[config.mk]
export PLATFORM = sky130hd
export DESIGN_NAME = alu_arbiter
export DESIGN_NICKNAME = d
export VERILOG_FILES = /design/src/rtl/alu_pkg.sv /design/src/rtl/alu_arbiter_alu.sv /design/src/rtl/alu_arbiter.sv
export SDC_FILE = /design/constraint.sdc
export NUM_CORES = 1
export LEC_CHECK = 0
export CORE_ASPECT_RATIO = 0.9
export CORE_MARGIN = 8
export CORE_UTILIZATION = 50
export DETAILED_ROUTE_END_ITERATION = 6
export GPL_TIMING_DRIVEN = 0
export PLACE_DENSITY_LB_ADDON = 0.15
export RECOVER_POWER = 100
export SYNTH_ARGS = -nofsm -noshare
export SYNTH_HDL_FRONTEND = slang
export SYNTH_SLANG_ARGS = --single-unit
export TNS_END_PERCENT = 100
[constraint.sdc]
create_clock -name clk -period 7.9 [get_ports clk]
set_input_delay 1.58 -clock clk [delete_from_list [all_inputs] [get_ports clk]]
set_output_delay 1.58 -clock clk [all_outputs]
set_load 0.005 [all_outputs]
[src/rtl/alu_pkg.sv]
// alu_pkg: ALU control codes and arbiter FSM state type
package alu_pkg;
  localparam logic [2:0] ALU_AND  = 3'b000;
  localparam logic [2:0] ALU_OR   = 3'b001;
  localparam logic [2:0] ALU_ADD  = 3'b010;
  localparam logic [2:0] ALU_NOP  = 3'b011;
  localparam logic [2:0] ALU_BGTZ = 3'b100;
  localparam logic [2:0] ALU_SUB  = 3'b110;
  localparam logic [2:0] ALU_SLT  = 3'b111;
  typedef enum logic [1:0] {IDLE, EXEC, RESP} arb_state_t;
endpackage

[src/rtl/alu_arbiter_alu.sv]
// ALU: 32-bit combinational ALU with zero flag
module ALU
  import alu_pkg::*;
(
  input  logic [31:0] Op1,
  input  logic [31:0] Op2,
  input  logic [2:0]  ALUCtl,
  output logic [31:0] Res,
  output logic        ZF
);
  // Operation select; NOP and the unused code fall through to zero
  always_comb begin
    Res = (ALUCtl == ALU_AND)  ? Op1 & Op2 :
          (ALUCtl == ALU_OR)   ? Op1 | Op2 :
          (ALUCtl == ALU_ADD)  ? Op1 + Op2 :
          (ALUCtl == ALU_SUB)  ? Op1 - Op2 :
          (ALUCtl == ALU_SLT)  ? {31'b0, Op1 < Op2} :
          (ALUCtl == ALU_BGTZ) ? {31'b0, $signed(Op1) > 32'sd0} : 32'b0;
    ZF = (Res == 32'b0);
  end
endmodule

[src/rtl/alu_arbiter.sv]
// alu_arbiter: round-robin sharing of one ALU between two requesters
module alu_arbiter
  import alu_pkg::*;
#(
  parameter int W = 32
) (
  input  logic         clk,
  input  logic         rst_n,
  input  logic         ReqValid0,
  input  logic         ReqValid1,
  output logic         ReqReady0,
  output logic         ReqReady1,
  input  logic [W-1:0] Op1_0,
  input  logic [W-1:0] Op2_0,
  input  logic [W-1:0] Op1_1,
  input  logic [W-1:0] Op2_1,
  input  logic [2:0]   Ctl0,
  input  logic [2:0]   Ctl1,
  output logic         RespValid0,
  output logic         RespValid1,
  input  logic         RespReady0,
  input  logic         RespReady1,
  output logic [W-1:0] RespRes,
  output logic         RespZF,
  output logic         Busy
);
  arb_state_t r_state, w_next;
  // r_last is both the round-robin pointer and the id of the port in flight,
  // since it updates on every accept and nothing else is accepted until IDLE
  logic         r_last;
  logic [W-1:0] r_op1, r_op2;
  logic [2:0]   r_ctl;
  logic         r_zf;
  logic [W-1:0] r_res;
  logic         w_sel, w_idle, w_accept, w_zf;
  logic [W-1:0] w_res;
  assign w_idle     = (r_state == IDLE);
  assign w_sel      = (ReqValid0 & ReqValid1) ? ~r_last : ReqValid1;
  assign w_accept   = w_idle & (ReqValid0 | ReqValid1);
  assign ReqReady0  = w_idle & ReqValid0 & ~w_sel;
  assign ReqReady1  = w_idle & ReqValid1 & w_sel;
  assign RespValid0 = (r_state == RESP) & ~r_last;
  assign RespValid1 = (r_state == RESP) & r_last;
  assign RespRes    = r_res;
  assign RespZF     = r_zf;
  assign Busy       = ~w_idle;
  ALU u_alu (
    .Op1   (r_op1),
    .Op2   (r_op2),
    .ALUCtl(r_ctl),
    .Res   (w_res),
    .ZF    (w_zf)
  );
  // State register
  always_ff @(posedge clk or negedge rst_n) begin
    if (!rst_n) r_state <= IDLE;
    else        r_state <= w_next;
  end
  // Next state: accept in IDLE, one execute cycle, wait for the owner's ready
  always_comb begin
    w_next = IDLE;
    case (r_state)
      IDLE:    w_next = w_accept ? EXEC : IDLE;
      EXEC:    w_next = RESP;
      RESP:    w_next = (r_last ? RespReady1 : RespReady0) ? IDLE : RESP;
      default: w_next = IDLE;
    endcase
  end
  // Capture the granted request and register the ALU result in EXEC
  always_ff @(posedge clk or negedge rst_n) begin
    if (!rst_n) begin
      r_last <= 1'b1;
      r_op1  <= '0;
      r_op2  <= '0;
      r_ctl  <= ALU_NOP;
      r_res  <= '0;
      r_zf   <= 1'b0;
    end else begin
      if (w_accept) begin
        r_last <= w_sel;
        r_op1  <= w_sel ? Op1_1 : Op1_0;
        r_op2  <= w_sel ? Op2_1 : Op2_0;
        r_ctl  <= w_sel ? Ctl1 : Ctl0;
      end
      if (r_state == EXEC) begin
        r_res <= w_res;
        r_zf  <= w_zf;
      end
    end
  end
endmodule

==> qor.yml <==
setup_path:
  cp_top_family: "buffers and inverters"
  worstSetupEndpointType: "output pin"
  regToRegEndpoint: "RespZF$_DFFE_PN0P_"
  critPathArrivalTime_ns: 4.44
  critical_path_class: "in -> out"
  crit_buf_inv: 5
  crit_start: "ReqValid0"
  r2r-start: "r_ctl[0]$_DFFE_PN1P_"
  cpMostUsedCell: "clkbuf_1"
  cp_cell_sequence: "dlygate4sd3_1 -> a21boi_0 -> clkbuf_1 -> clkbuf_1 -> clkbuf_1 -> nor2_1 -> dlygate4sd3_1"
  cpPeakStageDelay_ns: 0.62
  worstPathMaxFanout: 10
  r2r_slack_ns: 2.23
  crit_required_ns: 6.32
  start_kind: "input pin"
  reg2reg_depth: 10
  cpMaxStageDelayCell: "clkbuf_1"
pwr:
  p_clk_share_pct: 7.7
  leakage_nw: 5.49
  power_frac_comb_pct: 74.8
  powerDensity_nw_per_um2: 508
  power_switching_mw: 3.49
  ir_worst_vdd_mv: 0.170
  p_int_mw: 2.65
  switching_share_pct: 56.8
  p_seq_share_pct: 17.5
place:
  hpwl_mm: 29.1
  dp.cells: 1656
  place_congestion: 0.976
  io_buffers: 177
min_path:
  hold_end: "RespRes[26]$_DFFE_PN0P_"
  hold_class: "reg -> reg"
  min_from: "RespRes[26]$_DFFE_PN0P_"
  hold_depth: 2
drt:
  vias: 9907
  drc_errors: 0
  drtIter0Drc: 785
  ant_nets: 0
  drt_wl_total_mm: 35.3
  routed_via_density: 5.93
  drt_first_pass_iters: 6
  wl_per_cell_um: 21.1
timing:
  skew_ns: 0.0217
  whs_ns: 0.476
  timing.final.crit_share_pct: 76.3
  max_freq_ghz: 0.166
  setup_tns_ns: 0
  maxSlewViolCount: 106
  finalHoldViolations: 0
  setup_viol: 0
  min_period_ns: 6.02
  maxSlewHeadroom_pct: -86.1
  rsz0062_at_grt: "false"
  tightest_slew_ns: 2.79
grt:
  grt_util_all_layers_pct: 28.8
  grt_max_degree: 56
  grt_pass1_wl_mm: 54.3
  grt_pass1_vias: 9640
  grt.overflow.total: 0
  antenna_found_initial: 0
floorplanning:
  dieArea_um2: 24200
  rows: 48
  io_pins: 178
  coreArea_um2: 19200
  die_x_um: 163
  start_util_pct: 50.9
  die_h_um: 148
clocking:
  path_clk_slew_ns: 0.07
  post_cts_resized: 0
  clock_path_buffers: 2
  clock_latency_ns: 0.38
  cts_root_buffer: "clkbuf_16"
  tritoncts: "built"
  cts.hold.buffers_added: 0
  htreeDepth: 3
  cts_buffers: 9
  post_cts_buffers: 0
  cts_sinks: 103
synthesis:
  yosysSeqAreaShare_pct: 26.5
  synth-edff-count: 0
  synth-seq-cells: 103
  synth_nets: 1466
  ys.flop_type: "dfrtp_1"
  synth-warning-count: 0
  avgSynthCellArea_um2: 7.94
  synth_cells: 1228
  synth_cell_types: 75
  synth_area_um2: 9750
  synthArstFlopShare_pct: 100
status:
  outcome: "finished with violations"
  failed_checks: "capacitance limit, slew limit"
run:
  cap_violations: 2
final_layout:
  nFillCells: 1801
  diodes: 0
  final-instance-count-excl-fill: 1672
  layout.nets: 1655
  drive_gt1_share_pct: 4.36
  syn2layout_area_growth_pct: 24.0
-- synthesized netlist by cell type, types with 5 or more instances --
master     instances  area share, %
nand2b_1           8           0.51
o21a_1             6           0.46
a21oi_1          141            7.2
inv_1            122            4.7
a2111oi_0          7           0.63
nor2b_1           13           0.83
nor2_1           153            5.9
a211oi_1          12           0.92
o221ai_1           6           0.54
mux2i_1           92            9.4
a31oi_1            6           0.39
o211ai_1          16            1.2
xnor2_1           19            1.7
and2_1             6           0.39
ha_1              96             12
nand3_1           17           0.87
nor4_1            18            1.2
mux2_2            14            1.6
nand2_1           78            3.0
or3_1              7           0.45
buf_1             14           0.54
buf_2             15           0.77
o21bai_1          11           0.85
dfrtp_1          100             26
o2111ai_1          5           0.45
o22ai_1            6           0.39
nor3_1            19           0.98
a21o_1             5           0.39
clkbuf_1          44            1.7
o21ai_0           56            2.9
a22oi_1            8           0.62
nand4_1           17            1.1
o31ai_1            9           0.69
a311oi_1           6           0.54
-- through the flow --
| stage | power [mW] | instance area (um^2) | worst slack (ns) | utilization, % |
|---|---|---|---|---|
| after floorplan | 4.12 | 9750 | 3.39 | - |
| after global placement | 5.52 | 11800 | 1.33 | 61.8 |
| after detailed placement | 5.57 | 11900 | 2.07 | 61.9 |
| after CTS | 6.06 | 12200 | 2.07 | 63.5 |
| after global routing | 6.59 | 12100 | 1.27 | 63.1 |
| final | 6.14 | 12100 | 1.88 | 63.1 |
-- final cells by class --
cell class,count,area [um^2],area share (%)
buffer,76,304,2.52
clock buffer,9,225,1.86
clock inverter,7,75.1,0.621
inverter,122,458,3.79
multi-input combinational,927,6360,52.6
sequential,103,2580,21.4
tap,250,313,2.59
timing repair buffer,178,1770,14.6
-- power by group through the flow --
stage               clock (mW)  sequential (mW)  combinational (mW)
floorplan                    0            0.962                3.15
global placement             0             1.06                4.45
detailed placement           0             1.08                4.49
CTS                      0.478             1.07                4.52
global route             0.493             1.10                5.00
finish                   0.473             1.08                4.59
-- cells in the final DEF, fill, tap and decap left out, types with 16 or more instances in the layout --
master	count
a21oi_1	142
clkbuf_1	61
clkdlybuf4s50_1	138
dfrtp_1	100
dlygate4sd3_1	38
ha_1	96
inv_1	122
mux2i_1	92
nand2_1	78
nand3_1	17
nand4_1	17
nor2_1	153
nor3_1	19
nor4_1	18
o211ai_1	16
o21ai_0	56
xnor2_1	19
-- state kept, by name, summed over array words and instances, names as in the netlist --
signal   flops
RespRes     32
RespZF       1
r_ctl        3
r_last       1
r_op1       32
r_op2       32
r_state      2
-- worst max-delay path by stage --
| stage | end | slack [ns] | depth (start not counted) |
|---|---|---|---|
| floorplan | ReqReady0 | 3.39 | 5 |
| global placement | RespRes[29]$_DFFE_PN0P_ | 1.33 | 1 |
| detailed placement | ReqReady0 | 2.07 | 7 |
| CTS | ReqReady0 | 2.07 | 7 |
| global route | r_op1[24]$_DFFE_PN0P_ | 1.27 | 2 |
| finish | ReqReady0 | 1.88 | 7 |
-- per-layer routing --
metal	vias to the layer above	track usage [%]	wire length, um
met3	51	9.01	4070
met5	-	0	0
met1	4639	41.0	16100
met2	499	41.3	14400
li1	4718	-	-
met4	0	7.24	738
-- worst min-delay path: stages, from the launching register on --
cell     delay (ns)
dfrtp_1        0.34
nand2_1        0.05
o21ai_0        0.06
-- cells by family (layout without fill, tap and decap cells) --
family / count (synthesis) / after routing / synth area share, %
AO/OA/AOI/OAI: 352 / 352 / 23.6
AND/OR/NAND/NOR: 352 / 352 / 16.5
buffers and inverters: 198 / 392 / 7.91
multiplexers: 106 / 106 / 11.1
flip-flops: 103 / 103 / 26.5
adder cells (fa/ha/maj): 98 / 98 / 12.7
XOR/XNOR: 19 / 19 / 1.71
Note: power is estimated with default switching activity, not from simulation.
